--- src/rtl/pcm_i2s_out_pkg.sv ---
// Shared widths, I2S framing constants and serialiser state encoding
// for the PCM-to-I2S output stage of the HiFi-GAN generator.
package pcm_i2s_out_pkg;

    localparam int Q15_W     = 16;
    localparam int I2S_SLOTS = 32;
    localparam int I2S_CH_W  = 16;

    typedef enum logic {
        ST_IDLE = 1'b0,
        ST_RUN  = 1'b1
    } state_e;

endpackage

--- src/rtl/pcm_i2s_out_sync_fifo.sv ---
// First-word-fall-through sample buffer with registered full/empty/level,
// so nothing downstream sees a combinational path through the pointers.
module sync_fifo
    import pcm_i2s_out_pkg::*;
#(
    parameter int DATA_W     = Q15_W,
    parameter int FIFO_DEPTH = 16
) (
    input  logic                          clk,
    input  logic                          rst,
    input  logic                          push_i,
    input  logic [DATA_W-1:0]             wr_data_i,
    input  logic                          pop_i,
    output logic [DATA_W-1:0]             rd_data_o,
    output logic                          full_o,
    output logic                          empty_o,
    output logic [$clog2(FIFO_DEPTH):0]   level_o
);

    localparam int AW = $clog2(FIFO_DEPTH);
    localparam int LW = AW + 1;

    logic [DATA_W-1:0] mem_q [FIFO_DEPTH];
    logic [AW-1:0]     wr_ptr_q, rd_ptr_q;
    logic [LW-1:0]     level_q, level_d;
    logic              full_q, empty_q;
    logic              do_push, do_pop;

    assign do_push = push_i && !full_q;
    assign do_pop  = pop_i && !empty_q;

    always_comb begin
        level_d = level_q;
        if (do_push && !do_pop) begin
            level_d = level_q + 1'b1;
        end else if (!do_push && do_pop) begin
            level_d = level_q - 1'b1;
        end
    end

    // Flags are derived from the next level so they stay registered yet exact.
    always_ff @(posedge clk) begin
        if (rst) begin
            wr_ptr_q <= '0;
            rd_ptr_q <= '0;
            level_q  <= '0;
            full_q   <= 1'b0;
            empty_q  <= 1'b1;
        end else begin
            if (do_push) begin
                wr_ptr_q <= wr_ptr_q + 1'b1;
            end
            if (do_pop) begin
                rd_ptr_q <= rd_ptr_q + 1'b1;
            end
            level_q <= level_d;
            full_q  <= (level_d == LW'(FIFO_DEPTH));
            empty_q <= (level_d == '0);
        end
    end

    always_ff @(posedge clk) begin
        if (do_push) begin
            mem_q[wr_ptr_q] <= wr_data_i;
        end
    end

    assign rd_data_o = mem_q[rd_ptr_q];
    assign full_o    = full_q;
    assign empty_o   = empty_q;
    assign level_o   = level_q;

endmodule

--- src/rtl/pcm_i2s_out.sv ---
// Buffers Q15 samples and serialises each as a mono-duplicated standard I2S
// frame (L = R = sample, one-bclk data delay) with internally divided bclk/lrclk.
module pcm_i2s_out
    import pcm_i2s_out_pkg::*;
#(
    parameter int DATA_W     = Q15_W,
    parameter int FIFO_DEPTH = 16,
    parameter int BCLK_DIV   = 4
) (
    input  logic                          clk,
    input  logic                          rst,
    input  logic                          enable,
    input  logic                          s_valid,
    output logic                          s_ready,
    input  logic [DATA_W-1:0]             s_data,
    output logic                          bclk,
    output logic                          lrclk,
    output logic                          sdata,
    output logic [$clog2(FIFO_DEPTH):0]   fifo_level,
    output logic                          underrun,
    input  logic                          underrun_clr
);

    localparam int DIV_W = $clog2(BCLK_DIV);
    localparam int K_W   = $clog2(I2S_SLOTS);
    localparam logic [K_W-1:0] K_LAST = K_W'(I2S_SLOTS - 1);

    state_e                 state_q, state_d;
    logic [DIV_W-1:0]       div_q, div_d;
    logic                   bclk_q, bclk_d;
    logic                   lrclk_q, lrclk_d;
    logic                   sdata_q, sdata_d;
    logic [K_W-1:0]         k_q, k_d, k_next;
    logic [I2S_SLOTS-1:0]   sh_q, sh_d, load_w;
    logic                   underrun_q, underrun_d;
    logic                   ur_set, div_wrap;

    logic                   fifo_push, fifo_pop, fifo_full, fifo_empty;
    logic [DATA_W-1:0]      fifo_rd;

    assign s_ready   = !fifo_full && !rst;
    assign fifo_push = s_valid && s_ready;

    sync_fifo #(
        .DATA_W     (DATA_W),
        .FIFO_DEPTH (FIFO_DEPTH)
    ) u_fifo (
        .clk       (clk),
        .rst       (rst),
        .push_i    (fifo_push),
        .wr_data_i (s_data),
        .pop_i     (fifo_pop),
        .rd_data_o (fifo_rd),
        .full_o    (fifo_full),
        .empty_o   (fifo_empty),
        .level_o   (fifo_level)
    );

    // k_q parks at the last slot while idle so the first falling edge lands on slot 0.
    always_comb begin
        state_d  = state_q;
        div_d    = div_q;
        bclk_d   = bclk_q;
        lrclk_d  = lrclk_q;
        sdata_d  = sdata_q;
        k_d      = k_q;
        sh_d     = sh_q;
        fifo_pop = 1'b0;
        ur_set   = 1'b0;
        load_w   = '0;
        k_next   = k_q + 1'b1;
        div_wrap = (div_q == DIV_W'(BCLK_DIV - 1));

        unique case (state_q)
            ST_IDLE: begin
                div_d   = '0;
                bclk_d  = 1'b0;
                lrclk_d = 1'b0;
                sdata_d = 1'b0;
                k_d     = K_LAST;
                sh_d    = '0;
                if (enable) begin
                    state_d = ST_RUN;
                end
            end
            ST_RUN: begin
                div_d = div_wrap ? '0 : div_q + 1'b1;
                if (div_wrap) begin
                    bclk_d = !bclk_q;
                    if (bclk_q) begin
                        if (k_next == K_W'(1)) begin
                            // Frame boundary: stop here if disabled, slot 0 has already flushed bit 0.
                            if (!enable) begin
                                state_d = ST_IDLE;
                                div_d   = '0;
                                bclk_d  = 1'b0;
                                lrclk_d = 1'b0;
                                sdata_d = 1'b0;
                                k_d     = K_LAST;
                                sh_d    = '0;
                            end else begin
                                fifo_pop = !fifo_empty;
                                ur_set   = fifo_empty;
                                load_w   = fifo_empty ? '0 : {fifo_rd, fifo_rd};
                                sdata_d  = load_w[I2S_SLOTS-1];
                                sh_d     = {load_w[I2S_SLOTS-2:0], 1'b0};
                                k_d      = k_next;
                                lrclk_d  = 1'b0;
                            end
                        end else begin
                            sdata_d = sh_q[I2S_SLOTS-1];
                            sh_d    = {sh_q[I2S_SLOTS-2:0], 1'b0};
                            k_d     = k_next;
                            lrclk_d = (k_next >= K_W'(I2S_SLOTS / 2));
                        end
                    end
                end
            end
            default: begin
                state_d = ST_IDLE;
            end
        endcase

        underrun_d = ur_set ? 1'b1 : (underrun_clr ? 1'b0 : underrun_q);
    end

    always_ff @(posedge clk) begin
        if (rst) begin
            state_q    <= ST_IDLE;
            div_q      <= '0;
            bclk_q     <= 1'b0;
            lrclk_q    <= 1'b0;
            sdata_q    <= 1'b0;
            k_q        <= K_LAST;
            sh_q       <= '0;
            underrun_q <= 1'b0;
        end else begin
            state_q    <= state_d;
            div_q      <= div_d;
            bclk_q     <= bclk_d;
            lrclk_q    <= lrclk_d;
            sdata_q    <= sdata_d;
            k_q        <= k_d;
            sh_q       <= sh_d;
            underrun_q <= underrun_d;
        end
    end

    assign bclk     = bclk_q;
    assign lrclk    = lrclk_q;
    assign sdata    = sdata_q;
    assign underrun = underrun_q;

endmodule
--- config.mk ---
export PLATFORM = sky130hd
export DESIGN_NAME = pcm_i2s_out
export DESIGN_NICKNAME = d
export VERILOG_FILES = /design/src/rtl/pcm_i2s_out_pkg.sv /design/src/rtl/pcm_i2s_out_sync_fifo.sv /design/src/rtl/pcm_i2s_out.sv
export SDC_FILE = /design/constraint.sdc
export NUM_CORES = 1
export LEC_CHECK = 0
export BUFFER_PORTS_ARGS = -buffer_cell sky130_fd_sc_hd__buf_2
export CAP_MARGIN = 20
export CELL_PAD_IN_SITES_DETAIL_PLACEMENT = 1
export CELL_PAD_IN_SITES_GLOBAL_PLACEMENT = 2
export CORE_MARGIN = 2
export CORE_UTILIZATION = 49
export CTS_BUF_LIST = sky130_fd_sc_hd__clkbuf_8
export CTS_CLUSTER_DIAMETER = 80
export DETAILED_ROUTE_END_ITERATION = 8
export HOLD_SLACK_MARGIN = 0.08
export MAX_ROUTING_LAYER = met4
export PLACE_DENSITY = 0.91
export SYNTH_ARGS = -nofsm -noshare
export SYNTH_HDL_FRONTEND = slang
export SYNTH_SLANG_ARGS = --single-unit
--- constraint.sdc ---
create_clock -name clk -period 3.3 [get_ports clk]
set_input_delay 0.66 -clock clk [delete_from_list [all_inputs] [get_ports clk]]
set_output_delay 0.66 -clock clk [all_outputs]
set_load 0.01 [all_outputs]
==> out/qor.txt <==
Post-synth top flop: edfxtp_1
CTS Hold Bufs: 0
Sink Count: 318
ratio of cells with drive above 1 in the final layout: 0.2857
drc violations: 0
WP buf/inv: 1
total power: 0.007829 W
final slew viol count: 0
drt pass-1 iters: 5
total grt overflow: 0
drt total wl: 29510 µm
initial antenna violation count: 2
Routed Antenna Nets: 0
Syn Std Cell Area: 12450 µm²
Die W: 163.4 µm
CTS resizes: 0
Seq cells post-synth: 318
most frequent CP cell: mux4_2
Leak: 4.642 nW
vias in the first global route: 7533
startpoint types: flop
GPL Wtd Cong: 0.8083
Yosys top cell area share: 0.6176
synthesis warning total: 0
Synth area leader: edfxtp_1
Cells after Synth: 719
maximum VDD drop: 0.0004284 V
EDFF count, synth: 256
biggest cell delay along the critical path: 0.59 ns
Die ar.: 26690 µm²
Final Hold Fails: 0
Worst Tran Pin Value: 0.7732 ns
drt initial violations: 508
clk_lat worst skew: 0.58 ns
clk buf depth: 3
minimum clock period after layout: 2.542 ns
via count: 6922
routed vias/inst: 5.836
CTS clock-pin slew for the worst setup and hold paths: 0.06 ns
Critical Path AT: 2.99 ns
Slew headroom: 0.4838
final period utilization: 0.7702
highest net fanout along the worst path: 25
setup TNS: 0 ns
P per Cell Area: 551.0 nW/µm²
sequential element share of the synthesized area: 0.7173
Site Rows: 58
first-pass GRT wire length: 45290 µm
Clock Skew: 0.01826 ns
Post-synth ARST share: 0
Synth area leaders: edfxtp_1, mux4_2, dfxtp_1
Die Ht: 163.4 µm
dpl hpwl: 18820 µm
post-CTS setup buffer count: 0
maximum level of the CTS H-tree: 2
syn_area_per_cell: 17.31 µm²
status: complete, no violations
CP top delay family: multiplexers
initial core utilization: 0.4972
largest net degree at the start of global routing: 51
CTS tree: done
Worst Path Required: 3.75 ns
cts bufs inserted: 51
syn_nets: 750
Area growth, synth to finish: 14.15%
final setup margin: 0.7582 ns
routed len/inst: 24.88 µm
worst hold path class: in2reg
max-capacitance violation count: 0
CTS Root Cell: clkbuf_8
CP Class: reg2reg
RSZ-0062 raised after global routing: false
Tot GR Track Use: 0.2397
Synth cell types: 45
f_max: 393.4 MHz
Nets: 842
PortBufs: 30
Crit. End Element: flop
pre-CTS WS: 0.6764 ns
crit-path cells: buf_12 > mux4_2 > mux4_2 > nor2b_1 > o21ai_2 > o21ai_1
CP max stage cell: dfxtp_4
Core Footprint: 25040 µm²
Finish-stage setup viols: 0
# IOs: 31
[final timing paths]
check	startpoint	end	slack [ns]	depth (start not counted)
worst max-delay path	flop	sh_q[24]	0.76	6
worst max register to register	flop	sh_q[24]	0.76	6
worst min-delay path	underrun_clr	underrun	0.38	4
worst min register to register	div_q[0]	div_q[0]	0.42	1
[synthesized netlist by cell type, types with 2 or more instances]
library cell  count
xnor2_1           5
edfxtp_1        256
mux2i_1           2
o21ai_2          11
a22oi_1           2
nor3_1            5
clkbuf_1         17
nand4_1           5
nor2_1           70
buf_6             7
buf_2             6
o21ai_1          37
or2_2             2
and2_1            3
nand2_1          59
ha_1             10
dfxtp_1          62
inv_1             7
mux4_2           79
o21ai_0           5
nor2b_1          17
nand2b_1          4
or3_1             3
buf_1             4
a211oi_1          5
nand3_1           5
o22a_1            2
xor2_1            4
a21oi_1           9
[placed cells by master, fill, tap and decap left out, types with 3 or more instances in the layout]
master	count
a211oi_1	5
a21oi_1	9
and2_1	3
buf_12	3
buf_2	30
buf_4	40
clkbuf_8	56
clkinv_1	7
clkinv_2	9
dfxtp_1	60
edfxtp_1	256
ha_1	10
inv_1	27
mux4_2	79
nand2_1	59
nand2b_1	4
nand3_1	5
nand4_1	5
nor2_1	69
nor2b_1	17
nor3_2	4
o21ai_0	5
o21ai_1	37
o21ai_2	11
or3_1	3
xnor2_1	5
xor2_1	4
[power breakdown]
part	switching, W	leakage, nW	internal (W)
logic	0.000132	1.25	0.0000689
registers	0.0000192	2.81	0.00436
clock network	0.00153	0.588	0.00172
total	0.00168	4.64	0.00615
[tightest hold or removal path, cell delays in order]
cell,delay (ns)
buf_2,0.09
inv_1,0.04
a21oi_1,0.05
nor2_1,0.07
[final cells by class]
cell class	instances	area [µm²]
Clock buffer	56	770.7
Multi-Input combinational cell	360	3327
Sequential cell	318	8934
Clock inverter	40	222.7
Timing Repair Buffer	73	510.5
Antenna cell	2	5.005
Fill cell	2314	10830
Tap cell	330	412.9
Inverter	7	26.28
[layer usage]
metal,vias to the layer above,track usage,wire length [µm]
met5,-,-,0
met4,0,0.1038,932
met3,72,0.04266,1528
met2,234,0.3874,15100
met1,3624,0.3004,11950
li1,2992,-,-
[stage by stage]
stage / hold WS [ns] / cell area, µm² / util / cells
6_report: 0.3833 / 14210 / 0.5675 / 1186
5_1_grt: 0.4154 / 14210 / 0.5675 / 1186
4_1_cts: 0.3545 / 14200 / 0.5673 / 1184
3_5_place_dp: 0.4218 / 13210 / 0.5276 / 1088
3_3_place_gp: 0.4146 / 13210 / 0.5276 / 1088
2_1_floorplan: 0.4043 / 12450 / - / 719
[kinds of logic after synthesis]
logic type,Yosys count,synth area share
and+or+nand+nor,182,0.06534
AOI/OAI and AO/OA,78,0.03920
buffers and inverters,41,0.01719
DFF,318,0.7173
adders and majority gates,10,0.01005
muxes,81,0.1446
xor gates and xnor gates,9,0.006332
[state kept, by name (all words and copies together), names as in the netlist, named ones only]
signal           count
u_fifo.level_o       5
u_fifo.mem_q       256
sdata                1
underrun             1
u_fifo.empty_o       1
u_fifo.wr_ptr_q      4
state_q              1
k_q                  5
lrclk                1
sh_q                31
div_q                2
u_fifo.full_o        1
u_fifo.rd_ptr_q      4
bclk                 1
Note: power is estimated with default switching activity, not from simulation.
